File: config.mk
export PLATFORM = sky130hd
export DESIGN_NAME = spi_slave_byte_if
export DESIGN_NICKNAME = d
export VERILOG_FILES = /design/src/rtl/spi_slave_byte_if.sv
export SDC_FILE = /design/constraint.sdc
export NUM_CORES = 1
export LEC_CHECK = 0
export ABC_AREA = 0
export BUFFER_PORTS_ARGS = -buffer_cell sky130_fd_sc_hd__buf_4
export CAP_MARGIN = 20
export CORE_MARGIN = 2
export CORE_UTILIZATION = 25
export DETAILED_ROUTE_END_ITERATION = 12
export GPL_TIMING_DRIVEN = 0
export PLACE_DENSITY_LB_ADDON = 0.1
export SYNTH_ARGS = -nofsm -noshare
export SYNTH_HDL_FRONTEND = slang
export SYNTH_SLANG_ARGS = --single-unit
File: constraint.sdc
create_clock -name clock -period 3.7 [get_ports clock]
set_input_delay 0.74 -clock clock [delete_from_list [all_inputs] [get_ports clock]]
set_output_delay 0.74 -clock clock [all_outputs]
set_load 0.01 [all_outputs]
File: src/rtl/spi_slave_byte_if.sv
// spi_slave_byte_if
//   SPI mode-0 (CPOL=0, CPHA=0) slave. SCK, CS_n and SI are oversampled on the
//   CPU clock. RX words from the master appear on a valid/ready stream. TX words
//   from the CPU go through a one-word holding register and are shifted out on SO.
//
// Ports
//   clock     CPU clock; all flops use its rising edge
//   rst       synchronous, active-high reset
//   spi_cs_n  chip select, active low (asynchronous)
//   spi_sck   SPI clock (asynchronous)
//   spi_si    MOSI (asynchronous)
//   spi_so    MISO, registered
//   rx_data   received word; rx_valid holds it until rx_ready
//   tx_data   word offered by the CPU; tx_valid/tx_ready handshake
//   tx_ready  holding register empty
//   busy      synchronized CS active (FSM in SHIFT)
//   overrun   sticky RX overrun flag
//
// Build option
//   SPI_SLAVE_OVERRUN_EN  when defined, a word completing while rx_data is still
//                         unaccepted is dropped and overrun is raised until the
//                         next RX handshake. When undefined, the new word
//                         overwrites rx_data and overrun is tied low.
module spi_slave_byte_if #(
  parameter int                DATA_W      = 8,
  parameter int                SYNC_STAGES = 2,
  parameter logic [DATA_W-1:0] IDLE_BYTE   = 8'hFF
) (
  input  logic              clock,
  input  logic              rst,
  input  logic              spi_cs_n,
  input  logic              spi_sck,
  input  logic              spi_si,
  output logic              spi_so,
  output logic [DATA_W-1:0] rx_data,
  output logic              rx_valid,
  input  logic              rx_ready,
  input  logic [DATA_W-1:0] tx_data,
  input  logic              tx_valid,
  output logic              tx_ready,
  output logic              busy,
  output logic              overrun
);

  localparam int CNT_W = (DATA_W > 2) ? $clog2(DATA_W) : 1;

  typedef enum logic [0:0] {
    ST_IDLE  = 1'b0,
    ST_SHIFT = 1'b1
  } state_e;

  // Synchronizer chains: bit 0 is the first stage, the top bit the last.
  logic [SYNC_STAGES-1:0] cs_sync_q, cs_sync_d;
  logic [SYNC_STAGES-1:0] sck_sync_q, sck_sync_d;
  logic [SYNC_STAGES-1:0] si_sync_q, si_sync_d;
  logic                   cs_prev_q, cs_prev_d;
  logic                   sck_prev_q, sck_prev_d;

  state_e                 state_q, state_d;
  logic [CNT_W-1:0]       bit_cnt_q, bit_cnt_d;
  // Only the not-yet-complete bits are kept; the last bit comes straight from si.
  logic [DATA_W-2:0]      rx_shift_q, rx_shift_d;
  // Bits still to be sent; the current MSB already sits in spi_so_q.
  logic [DATA_W-2:0]      tx_shift_q, tx_shift_d;
  logic [DATA_W-1:0]      hold_q, hold_d;
  logic                   reload_q, reload_d;
  logic                   spi_so_q, spi_so_d;
  logic [DATA_W-1:0]      rx_data_q, rx_data_d;
  logic                   rx_valid_q, rx_valid_d;
  logic                   tx_ready_q, tx_ready_d;
  logic                   busy_q, busy_d;
`ifdef SPI_SLAVE_OVERRUN_EN
  logic                   overrun_q, overrun_d;
`endif

  logic                   cs_s, sck_s, si_s;
  logic                   cs_fall, cs_rise, sck_rise, sck_fall;
  logic [DATA_W-1:0]      rx_word;
  logic [DATA_W-1:0]      tx_next;
  logic                   word_done;
  logic                   consume;
  logic                   rx_hs;
  logic                   rx_drop;

  assign cs_s     = cs_sync_q[SYNC_STAGES-1];
  assign sck_s    = sck_sync_q[SYNC_STAGES-1];
  assign si_s     = si_sync_q[SYNC_STAGES-1];
  assign cs_fall  = cs_prev_q & ~cs_s;
  assign cs_rise  = ~cs_prev_q & cs_s;
  assign sck_rise = ~sck_prev_q & sck_s;
  assign sck_fall = sck_prev_q & ~sck_s;
  assign rx_word  = {rx_shift_q, si_s};
  // Next TX word: the holding register when full, otherwise the idle pattern.
  assign tx_next  = tx_ready_q ? IDLE_BYTE : hold_q;
  assign rx_hs    = rx_valid_q & rx_ready;

  // Next-state logic: synchronizers, transfer FSM, RX/TX handshakes.
  always_comb begin
    cs_sync_d  = {cs_sync_q[SYNC_STAGES-2:0], spi_cs_n};
    sck_sync_d = {sck_sync_q[SYNC_STAGES-2:0], spi_sck};
    si_sync_d  = {si_sync_q[SYNC_STAGES-2:0], spi_si};
    cs_prev_d  = cs_s;
    sck_prev_d = sck_s;
    state_d    = state_q;
    bit_cnt_d  = bit_cnt_q;
    rx_shift_d = rx_shift_q;
    tx_shift_d = tx_shift_q;
    hold_d     = hold_q;
    reload_d   = reload_q;
    spi_so_d   = spi_so_q;
    rx_data_d  = rx_data_q;
    rx_valid_d = rx_valid_q;
    tx_ready_d = tx_ready_q;
    word_done  = 1'b0;
    consume    = 1'b0;
    rx_drop    = 1'b0;

    case (state_q)
      ST_IDLE: begin
        bit_cnt_d = {CNT_W{1'b0}};
        reload_d  = 1'b0;
        if (cs_fall) begin
          consume    = 1'b1;
          tx_shift_d = tx_next[DATA_W-2:0];
          spi_so_d   = tx_next[DATA_W-1];
          state_d    = ST_SHIFT;
        end else begin
          spi_so_d = 1'b0;
        end
      end
      ST_SHIFT: begin
        // CS release wins over any SCK edge seen in the same cycle.
        if (cs_rise) begin
          state_d    = ST_IDLE;
          bit_cnt_d  = {CNT_W{1'b0}};
          reload_d   = 1'b0;
          rx_shift_d = {(DATA_W-1){1'b0}};
          tx_shift_d = {(DATA_W-1){1'b0}};
          spi_so_d   = 1'b0;
        end else if (sck_rise) begin
          rx_shift_d = rx_word[DATA_W-2:0];
          if (bit_cnt_q == CNT_W'(DATA_W - 1)) begin
            bit_cnt_d = {CNT_W{1'b0}};
            word_done = 1'b1;
            reload_d  = 1'b1;
          end else begin
            bit_cnt_d = bit_cnt_q + CNT_W'(1);
          end
        end else if (sck_fall) begin
          // The fall after the last bit of a word starts the next TX word.
          if (reload_q) begin
            consume    = 1'b1;
            reload_d   = 1'b0;
            tx_shift_d = tx_next[DATA_W-2:0];
            spi_so_d   = tx_next[DATA_W-1];
          end else begin
            tx_shift_d = tx_shift_q << 1;
            spi_so_d   = tx_shift_q[DATA_W-2];
          end
        end else begin
          state_d = ST_SHIFT;
        end
      end
      default: begin
        state_d   = ST_IDLE;
        bit_cnt_d = {CNT_W{1'b0}};
        spi_so_d  = 1'b0;
      end
    endcase

    // Holding register: a consume and a load cannot coincide because a load
    // needs it empty while a consume only frees it when full.
    if (consume && !tx_ready_q) begin
      tx_ready_d = 1'b1;
    end else if (tx_valid && tx_ready_q) begin
      hold_d     = tx_data;
      tx_ready_d = 1'b0;
    end else begin
      tx_ready_d = tx_ready_q;
    end

`ifdef SPI_SLAVE_OVERRUN_EN
    rx_drop = word_done & rx_valid_q & ~rx_ready;
`else
    rx_drop = 1'b0;
`endif

    if (word_done && !rx_drop) begin
      rx_data_d  = rx_word;
      rx_valid_d = 1'b1;
    end else if (rx_hs) begin
      rx_valid_d = 1'b0;
    end else begin
      rx_valid_d = rx_valid_q;
    end

`ifdef SPI_SLAVE_OVERRUN_EN
    if (rx_drop) begin
      overrun_d = 1'b1;
    end else if (rx_hs) begin
      overrun_d = 1'b0;
    end else begin
      overrun_d = overrun_q;
    end
`endif

    busy_d = (state_d == ST_SHIFT);
  end

  // State registers with synchronous reset.
  always_ff @(posedge clock) begin
    if (rst) begin
      cs_sync_q  <= {SYNC_STAGES{1'b1}};
      sck_sync_q <= {SYNC_STAGES{1'b0}};
      si_sync_q  <= {SYNC_STAGES{1'b0}};
      cs_prev_q  <= 1'b1;
      sck_prev_q <= 1'b0;
      state_q    <= ST_IDLE;
      bit_cnt_q  <= {CNT_W{1'b0}};
      rx_shift_q <= {(DATA_W-1){1'b0}};
      tx_shift_q <= {(DATA_W-1){1'b0}};
      hold_q     <= {DATA_W{1'b0}};
      reload_q   <= 1'b0;
      spi_so_q   <= 1'b0;
      rx_data_q  <= {DATA_W{1'b0}};
      rx_valid_q <= 1'b0;
      tx_ready_q <= 1'b1;
      busy_q     <= 1'b0;
`ifdef SPI_SLAVE_OVERRUN_EN
      overrun_q  <= 1'b0;
`endif
    end else begin
      cs_sync_q  <= cs_sync_d;
      sck_sync_q <= sck_sync_d;
      si_sync_q  <= si_sync_d;
      cs_prev_q  <= cs_prev_d;
      sck_prev_q <= sck_prev_d;
      state_q    <= state_d;
      bit_cnt_q  <= bit_cnt_d;
      rx_shift_q <= rx_shift_d;
      tx_shift_q <= tx_shift_d;
      hold_q     <= hold_d;
      reload_q   <= reload_d;
      spi_so_q   <= spi_so_d;
      rx_data_q  <= rx_data_d;
      rx_valid_q <= rx_valid_d;
      tx_ready_q <= tx_ready_d;
      busy_q     <= busy_d;
`ifdef SPI_SLAVE_OVERRUN_EN
      overrun_q  <= overrun_d;
`endif
    end
  end

  assign spi_so   = spi_so_q;
  assign rx_data  = rx_data_q;
  assign rx_valid = rx_valid_q;
  assign tx_ready = tx_ready_q;
  assign busy     = busy_q;
`ifdef SPI_SLAVE_OVERRUN_EN
  assign overrun  = overrun_q;
`else
  assign overrun  = 1'b0;
`endif

endmodule

Yosys cells after proc, flatten, opt, wreduce, memory -nomap -nowiden

Cells that the tools add are included.
W data, S select, Z words.

Register bits after elaboration: 46
Output and inout port bits: 13
Word-level logic and storage cells: 83
Input bits: 15

Reductions and logical operators: 11
Equal/unequal tests: 7
Mux-type cells: 38
Bitwise logic cells: 11
Add/subtract/negate cells: 1

Operators by type and width:

| cell                  | count |
|---|---|
| $mux W7               | 7 |
| $mux W1               | 21 |
| $pmux W7 S2           | 1 |
| $mux W3               | 3 |
| $mux W8               | 1 |
| $pmux W1 S2           | 4 |
| $reduce_and A2 Y1     | 4 |
| $ne A3 B1 Y1 const B  | 2 |
| $not A1 Y1            | 6 |
| $pmux W3 S2           | 1 |
| $and A1 B1 Y1         | 5 |
| $ne A4 B1 Y1 const B  | 1 |
| $ne A4 B3 Y1 const B  | 1 |
| $reduce_bool A2 Y1    | 2 |
| $add A3 B1 Y3 const B | 1 |
| $eq A3 B3 Y1 const B  | 1 |
| $ne A3 B3 Y1 const B  | 1 |
| $reduce_and A3 Y1     | 1 |
| $logic_and A1 B1 Y1   | 2 |
| $ne A2 B2 Y1 const B  | 1 |
| $reduce_or A2 Y1      | 1 |
| $logic_not A1 Y1      | 1 |

Logic depth before layout (Yosys ltp)

Gate-level depths: netlist (run 1).

Word-level depth: 9
Mapped depth: 8
Depth with buffers taken out: 6

Least setup slack after synthesis (run 1)

Ideal clock, no wire load.

Kind: reg-to-reg
From: register sck_prev_q
To: register tx_shift_q[0]
Cell stages (with the launch flop): 9
Data arrival time: 1.484 ns
Clock period less this slack: 1.555 ns
Path slack: 2.145 ns
Required time: 3.628 ns
Buffers on the path: 2
Library setup time: 0.072 ns
Path through: dfxtp_1 > inv_1 > ha_1 > buf_4 > nor2b_1 > o21ai_4 > nand2b_1 > buf_4 > mux2i_1

Cells in the longest elaborated chain, start to end: 4
Elaborated cells between the ends (all ways): 6
Those cells by class: eq/ne: 2; bitwise: 3; reduce/logical: 1

Ends and longest elaborated chain:

| element                         | line | text |
|---|---|---|
| from (decl)                     | 57   | `logic sck_prev_q, sck_prev_d;` |
| from (signal assigned)          | 237  | `sck_prev_q <= sck_prev_d;` |
| $not A1 Y1                      | 90   | `assign sck_rise = ~sck_prev_q & sck_s;` |
| $and A1 B1 Y1                   | 90   |  |
| $ne A3 B3 Y1 (no line)          | --   |  |
| $reduce_and A3 Y1 (no line) (*) | --   |  |
| to (signal assigned)            | 221  | `tx_shift_q <= {(DATA_W-1){1'b0}};` |
| to (signal assigned)            | 241  | `tx_shift_q <= tx_shift_d;` |
| to (decl)                       | 64   | `logic [DATA_W-2:0] tx_shift_q, tx_shift_d;` |

Mark *: on every way between the ends. The rest lies on a longest branch, timed or not.
A chain may end at the register's enable or synchronous reset.

Worst setup path after layout (run 1)

Ends and elaborated chain as after synthesis.

==> run summary, run 1 <==
Unrepaired setup endpoints after global routing - no
GRT Total Usage - 0.114
Net Switching - 236 uW
Syn-to-layout area delta - 23.4%
Sequential Area - 921 um^2
DR pass1 iterations - 4
Commonest non-fill, non-tap cell in the layout - dfxtp_1
Synthesized area - 1930 um^2
Clk pwr share - 0.428
Total CTS buffers - 5
Final hold violations - 0
Non-Filler Instances - 349
Pwr Density - 452 nW/um^2
Status - completed
Synth warn - 0
Setup TNS - 0 ns
Switching Fraction - 0.219
Drc violations - 0
Global route overflow - 0
Max-cap violations - 0
Wire per inst - 12.7 um
IO Port Bufs - 24
Worst setup SP type - register
Worst R2R Start - sck_prev_q
Post-synthesis sequential area ratio - 0.478
Distinct cell type count after synthesis - 39
Placed inst area - 2240 um^2
Sequential cell fraction of total power - 0.484
Worst min-delay path category - reg -> reg
Root Driver - clkbuf_8
Core Area - 7610 um^2
CTS tree - built
Min Tclk post-route - 1.75 ns
Most frequent cell on the critical path - buf_4
Worst path required time - 3.94 ns
Die ar. - 8430 um^2
Synthesized Nets - 234
Worst-skew pair later-pin latency - 0.30 ns
Worst stage delay on the critical path - 0.36 ns
First-pass GRT wire length - 7600 um
Avg Inst Size Synth - 8.97 um^2
CTS Sinks - 46
Int Power - 840 uW
Skew final - 0.00760 ns
Levels on crit path - 8
Vias - 1577
Chip width - 91.8 um
Vias in the first global route - 1541
Die Ht - 91.8 um
Pin count of the biggest net entering global routing - 15
Reg2reg end - tx_shift_q[0]
CTS H-tree depth - 2
CP Capture Type - register
Post-route ant nets - 0
CP arrival - 1.99 ns
Comb pwr share - 0.088
Crit path buf inv count - 3
GPL Wtd Cong - 0.721
Post-synth EDFFs - 0
WL final - 4450 um
DR vias/cell - 4.52
Leak - 0.000917 uW
Final Slew Violations - 0
Worst slew margin relative to its limit - 0.578
Post-CTS Setup Inserts - 0
Initial Utilization - 0.253
Ys async rst share - 0
FF+latch count, synth - 46
Fin area - 2380 um^2
Filler instances - 835
Total area of multi-input combinational cells - 888 um^2
Placed Cells incl. Taps - 341
Fmax - 572 MHz
Worst VDD drop - 0.153 mV
Max Fanout on Critical Path - 7
Crit-path leading delay family - simple AND/OR/NAND/NOR gates
DP Worst Slack - 1.80 ns
WHS Path Cells - 1
Critical path type - reg -> reg
CP max-delay cell - nor2b_1
Commonest non-fill, non-tap cells in the layout - dfxtp_1 (46), buf_4 (28), a21oi_1 (26)
Final nets - 265
Layout cells sized above 1 - 0.223
Number of cells on the worst reg-to-reg path - 8
Io pins - 28
Final period utilization - 0.473
Initial drt markers - 62
Longest Clk Path Bufs - 2
CTS Hold Bufs - 0
Mapped Cells - 215
Final worst setup slack - 1.95 ns
Top FF cell, synth - dfxtp_1
Crit-path cells - inv_1 -> ha_1 -> buf_4 -> nor2b_1 -> o21ai_4 -> nand2b_1 -> buf_4 -> mux2i_1
Initial antenna violation count - 0
Ant. Diodes - 0
Worst hold path startpoint - cs_sync_q[0]
Setup Viol. Count Final - 0
End of the worst hold path - cs_sync_q[1]
Detail Placement HPWL - 3130 um
R2r setup slk - 1.95 ns
Core Rows - 32
Clock transition at path regs - 0.09 ns
Worst-Margin Slew - 0.632 ns
PostCTS Resize Cnt - 0
[registers in the layout, summed over array words and instances, names as in the netlist, 2 cells and up]
signal      count
rx_shift_q      7
bit_cnt_q       3
si_sync_q       2
hold_q          8
rx_data         8
sck_sync_q      2
tx_shift_q      7
cs_sync_q       2
[power by group through the flow]
stage / registers, uW / clock network [uW] / logic [uW]
after detailed placement: 533 / 0 / 96.0
after global routing: 524 / 496 / 108
after CTS: 521 / 477 / 96.3
after floorplan: 531 / 0 / 64.9
after global placement: 533 / 0 / 95.2
final: 521 / 460 / 94.4
[layout make-up]
type	instances	share of cell area
buffer	17	0.0437
clock buffer	6	0.0347
clock inverter	2	0.0252
inverter	4	0.00631
multi-input combinational	148	0.373
sequential	46	0.387
tap	102	0.0537
timing repair buffer	24	0.0757
[worst max-delay path by stage]
stage | end | slack, ns | from
6_report | tx_shift_q[0] | 1.95 | sck_prev_q
5_1_grt | tx_shift_q[0] | 1.84 | sck_prev_q
4_1_cts | tx_shift_q[0] | 1.94 | sck_prev_q
3_5_place_dp | rx_valid | 1.80 | rst
3_3_place_gp | rx_data[4] | 1.83 | rst
2_1_floorplan | tx_shift_q[0] | 2.14 | sck_prev_q
[per-layer routing]
metal | wire length [um] | vias up | global-route usage
li1 | - | 811 | -
met1 | 2170 | 736 | 0.152
met2 | 2080 | 23 | 0.178
met3 | 128 | 7 | 0.0263
met4 | 70 | 0 | 0.0448
met5 | 0 | - | 0
[through the flow]
step                      power, uW   util  hold slack, ns
after floorplan                 596      -           0.389
after global placement          628  0.294           0.393
after detailed placement        629  0.294           0.393
after CTS                      1090  0.313           0.418
after global routing           1130  0.313           0.444
final                          1080  0.313           0.414
[synth_stat cells, types with 2 or more instances]
cell      count  area (um^2)
dfxtp_1      46          921
a21oi_1      26          130
nor2_1       23         86.3
nand2_1      21         78.8
nand3_1      16         80.1
nor3_1       11         55.1
a22oi_1       7         52.6
clkbuf_1      7         26.3
a221oi_2      6         90.1
nor2b_1       5         31.3
buf_4         4         30.0
ha_1          4         50.1
inv_1         4         15.0
buf_6         3         33.8
mux2i_1       3         30.0
nand2b_1      3         18.8
or2_2         3         18.8
buf_2         2         10.0
[cell families after synthesis]
logic type | Yosys count | share of synthesized area
simple gates | 90 | 0.228
mux | 3 | 0.0156
flops | 46 | 0.478
buf+inv | 21 | 0.0616
other cells | 1 | 0.00194
compound gates | 50 | 0.189
fa+ha+maj | 4 | 0.0260
No activity file was read; power rests on OpenSTA's default activity.
==> inputs of run 2 (changes only) <==
Settings changed: ABC_AREA 0 to 1.
Clock period 3.7 ns to 1.8 ns, I/O delays scaled along.
==> run 2 against run 1 <==
Compared with the run above:
- via count increased by 8.5%
- routed wire length increased by 1.6%
- global-route usage increased by 0.18 points
- total power increased by 86%
==> run summary, run 2 <==
Die Ht - 92.7 um (was 91.8 um)
CP arrival - 1.70 ns (was 1.99 ns)
Synth warn - 0 (unchanged)
Synthesized Nets - 293 (was 234)
Fin area - 2380 um^2 (about the same)
CTS Hold Bufs - 0 (unchanged)
Global route overflow - 0 (unchanged)
DR pass1 iterations - 4 (unchanged)
DP Worst Slack - 0.291 ns (was 1.80 ns)
Post-route ant nets - 0 (unchanged)
Setup Viol. Count Final - 0 (unchanged)
CTS tree - built (unchanged)
Vias in the first global route - 1597 (was 1541)
Setup TNS - 0 ns (unchanged)
Longest Clk Path Bufs - 2 (unchanged)
First-pass GRT wire length - 7820 um (was 7600 um)
Layout cells sized above 1 - 0.182 (was 0.223)
Root Driver - clkbuf_8 (unchanged)
Total power - 2000 uW (was 1080 uW)
Core Rows - 32 (unchanged)
Ys async rst share - 0 (unchanged)
Initial antenna violation count - 0 (unchanged)
Worst min-delay path category - in -> reg (was reg -> reg)
CTS Sinks - 46 (unchanged)
Detail Placement HPWL - 3230 um (was 3130 um)
R2r setup slk - 0.29 ns (was 1.95 ns)
Clock transition at path regs - 0.09 ns (about the same)
Min Tclk post-route - 1.51 ns (was 1.75 ns)
Distinct cell type count after synthesis - 27 (was 39)
Filler instances - 889 (was 835)
Worst-Margin Slew - 0.506 ns (was 0.632 ns)
Worst slew margin relative to its limit - 0.660 (was 0.578)
Final nets - 326 (was 265)
Final period utilization - 0.841 (was 0.473)
Core Area - 7690 um^2 (was 7610 um^2)
Worst setup SP type - register (unchanged)
Total CTS buffers - 5 (unchanged)
Placed Cells incl. Taps - 402 (was 341)
Max-cap violations - 0 (unchanged)
CP max-delay cell - dfxtp_1 (was nor2b_1)
CP Capture Type - register (unchanged)
Status - completed (unchanged)
Die ar. - 8590 um^2 (was 8430 um^2)
Mapped Cells - 274 (was 215)
CTS H-tree depth - 2 (unchanged)
Reg2reg end - tx_shift_q[0] (unchanged)
Post-synth EDFFs - 0 (unchanged)
Worst path required time - 1.98 ns (was 3.94 ns)
Initial Utilization - 0.256 (was 0.253)
Number of cells on the worst reg-to-reg path - 10 (was 8)
Post-synthesis sequential area ratio - 0.468 (was 0.478)
Worst stage delay on the critical path - 0.32 ns (was 0.36 ns)
Top FF cell, synth - dfxtp_1 (unchanged)
Post-synth top area share - 0.468 (was 0.478)
Initial drt markers - 52 (was 62)
Commonest non-fill, non-tap cell in the layout - nand2_1 (was dfxtp_1)
Ant. Diodes - 0 (unchanged)
Final hold violations - 0 (unchanged)
Worst VDD drop - 0.285 mV (was 0.153 mV)
Top-count cell post-synth - nand2_1 (was dfxtp_1)
Crit path buf inv count - 3 (unchanged)
Max Fanout on Critical Path - 10 (was 7)
WHS Path Cells - 2 (was 1)
End of the worst hold path - cs_sync_q[0] (was cs_sync_q[1])
Wire per inst - 11.0 um (was 12.7 um)
Largest cells by area after synthesis - dfxtp_1 (47%), nand2_1 (14%), nor2_1 (8.8%) (was dfxtp_1 (48%), a21oi_1 (6.7%), a221oi_2 (4.7%))
Non-Filler Instances - 410 (was 349)
Leak - 0.00104 uW (was 0.000917 uW)
DR vias/cell - 4.17 (was 4.52)
Pwr Density - 840 nW/um^2 (was 452 nW/um^2)
Final worst setup slack - 0.287 ns (was 1.95 ns)
Chip width - 92.7 um (was 91.8 um)
Skew final - 0.0103 ns (was 0.00760 ns)
Crit-path cells - inv_1 -> ha_1 -> inv_2 -> nand2_1 -> nand3_1 -> nand2_2 -> buf_6 -> nand2_1 -> nand2_1 -> nor2_1 (was inv_1 -> ha_1 -> buf_4 -> nor2b_1 -> o21ai_4 -> nand2b_1 -> buf_4 -> mux2i_1)
Final Slew Violations - 0 (unchanged)
IO Port Bufs - 26 (was 24)
PostCTS Resize Cnt - 0 (unchanged)
Vias - 1711 (was 1577)
Largest area contributor in the netlist - dfxtp_1 (unchanged)
Crit-path leading delay family - simple AND/OR/NAND/NOR gates (unchanged)
Drc violations - 0 (unchanged)
GRT Total Usage - 0.116 (was 0.114)
Commonest non-fill, non-tap cells in the layout - nand2_1 (74), nor2_1 (46), dfxtp_1 (46) (was dfxtp_1 (46), buf_4 (28), a21oi_1 (26))
Most frequent cell on the critical path - nand2_1 (was buf_4)
Unrepaired setup endpoints after global routing - no (unchanged)
Fmax - 661 MHz (was 572 MHz)
Post-CTS Setup Inserts - 0 (unchanged)
GPL Wtd Cong - 0.728 (was 0.721)
Worst-skew pair later-pin latency - 0.31 ns (was 0.30 ns)
Synthesized area - 1970 um^2 (was 1930 um^2)
Worst hold path startpoint - spi_cs_n (was cs_sync_q[0])
Worst R2R Start - sck_prev_q (unchanged)
Critical path type - reg -> reg (unchanged)
FF+latch count, synth - 46 (unchanged)
Commonest cells post-synth - nand2_1 (74), dfxtp_1 (46), nor2_1 (46), inv_1 (21), a21oi_1 (19) (was dfxtp_1 (46), a21oi_1 (26), nor2_1 (23), nand2_1 (21), nand3_1 (16))
Io pins - 28 (unchanged)
Avg Inst Size Synth - 7.18 um^2 (was 8.97 um^2)
Syn-to-layout area delta - 21.2% (was 23.4%)
Placed inst area - 2290 um^2 (was 2240 um^2)
Pin count of the biggest net entering global routing - 18 (was 15)
WL final - 4520 um (was 4450 um)
-- run 2: worst reg2reg max path, stage by stage, from the launching register on --
cell     delay (ns)
dfxtp_1        0.32
inv_1          0.05
ha_1           0.23
inv_2          0.07
nand2_1        0.09
nand3_1        0.14
nand2_2        0.16
buf_6          0.16
nand2_1        0.05
nand2_1        0.08
nor2_1         0.04
-- run 2: per-layer routing --
metal	wire, um	track usage	part of all wire
met1	2510	0.167	0.56
met2	1820	0.165	0.40
met3	118	0.0252	0.026
met4	68	0.0478	0.015
met5	0	0	0
-- run 2: worst max-delay path by stage --
stage	end	start	depth (start not counted)	slack [ns]
4_1_cts	tx_shift_q[0]	sck_prev_q	10	0.28
3_5_place_dp	tx_shift_q[0]	sck_prev_q	10	0.29
3_3_place_gp	tx_shift_q[0]	sck_prev_q	10	0.28
6_report	tx_shift_q[0]	sck_prev_q	10	0.29
5_1_grt	tx_shift_q[0]	sck_prev_q	10	0.11
2_1_floorplan	tx_shift_q[1]	sck_prev_q	9	0.50
-- run 2: per-stage QoR --
step | hold slack, ns | utilization
2_1_floorplan | 0.388 | -
3_3_place_gp | 0.393 | 0.298
3_5_place_dp | 0.393 | 0.298
4_1_cts | 0.230 | 0.310
5_1_grt | 0.232 | 0.310
6_report | 0.242 | 0.310
-- run 2: power breakdown --
part           internal, uW  switching (uW)
combinational          91.0             126
clock                   289             410
sequential             1060            27.7
-- run 2: area by class of cell --
cell class / instances / area, um^2 / share of cell area
timing repair buffer: 26 / 195 / 0.0818
inverter: 24 / 90.1 / 0.0378
clock buffer: 5 / 68.8 / 0.0289
clock inverter: 3 / 26.3 / 0.0110
buffer: 10 / 70.1 / 0.0294
sequential: 46 / 921 / 0.386
tap: 102 / 128 / 0.0535
multi-input combinational: 194 / 886 / 0.371
-- run 2: kinds of logic after synthesis --
logic type,after synthesis,synth area share
fa+ha+maj,4,0.0254
buf+inv,34,0.0814
compound gates,39,0.106
other cells,1,0.00191
flops,46,0.468
simple gates,150,0.317
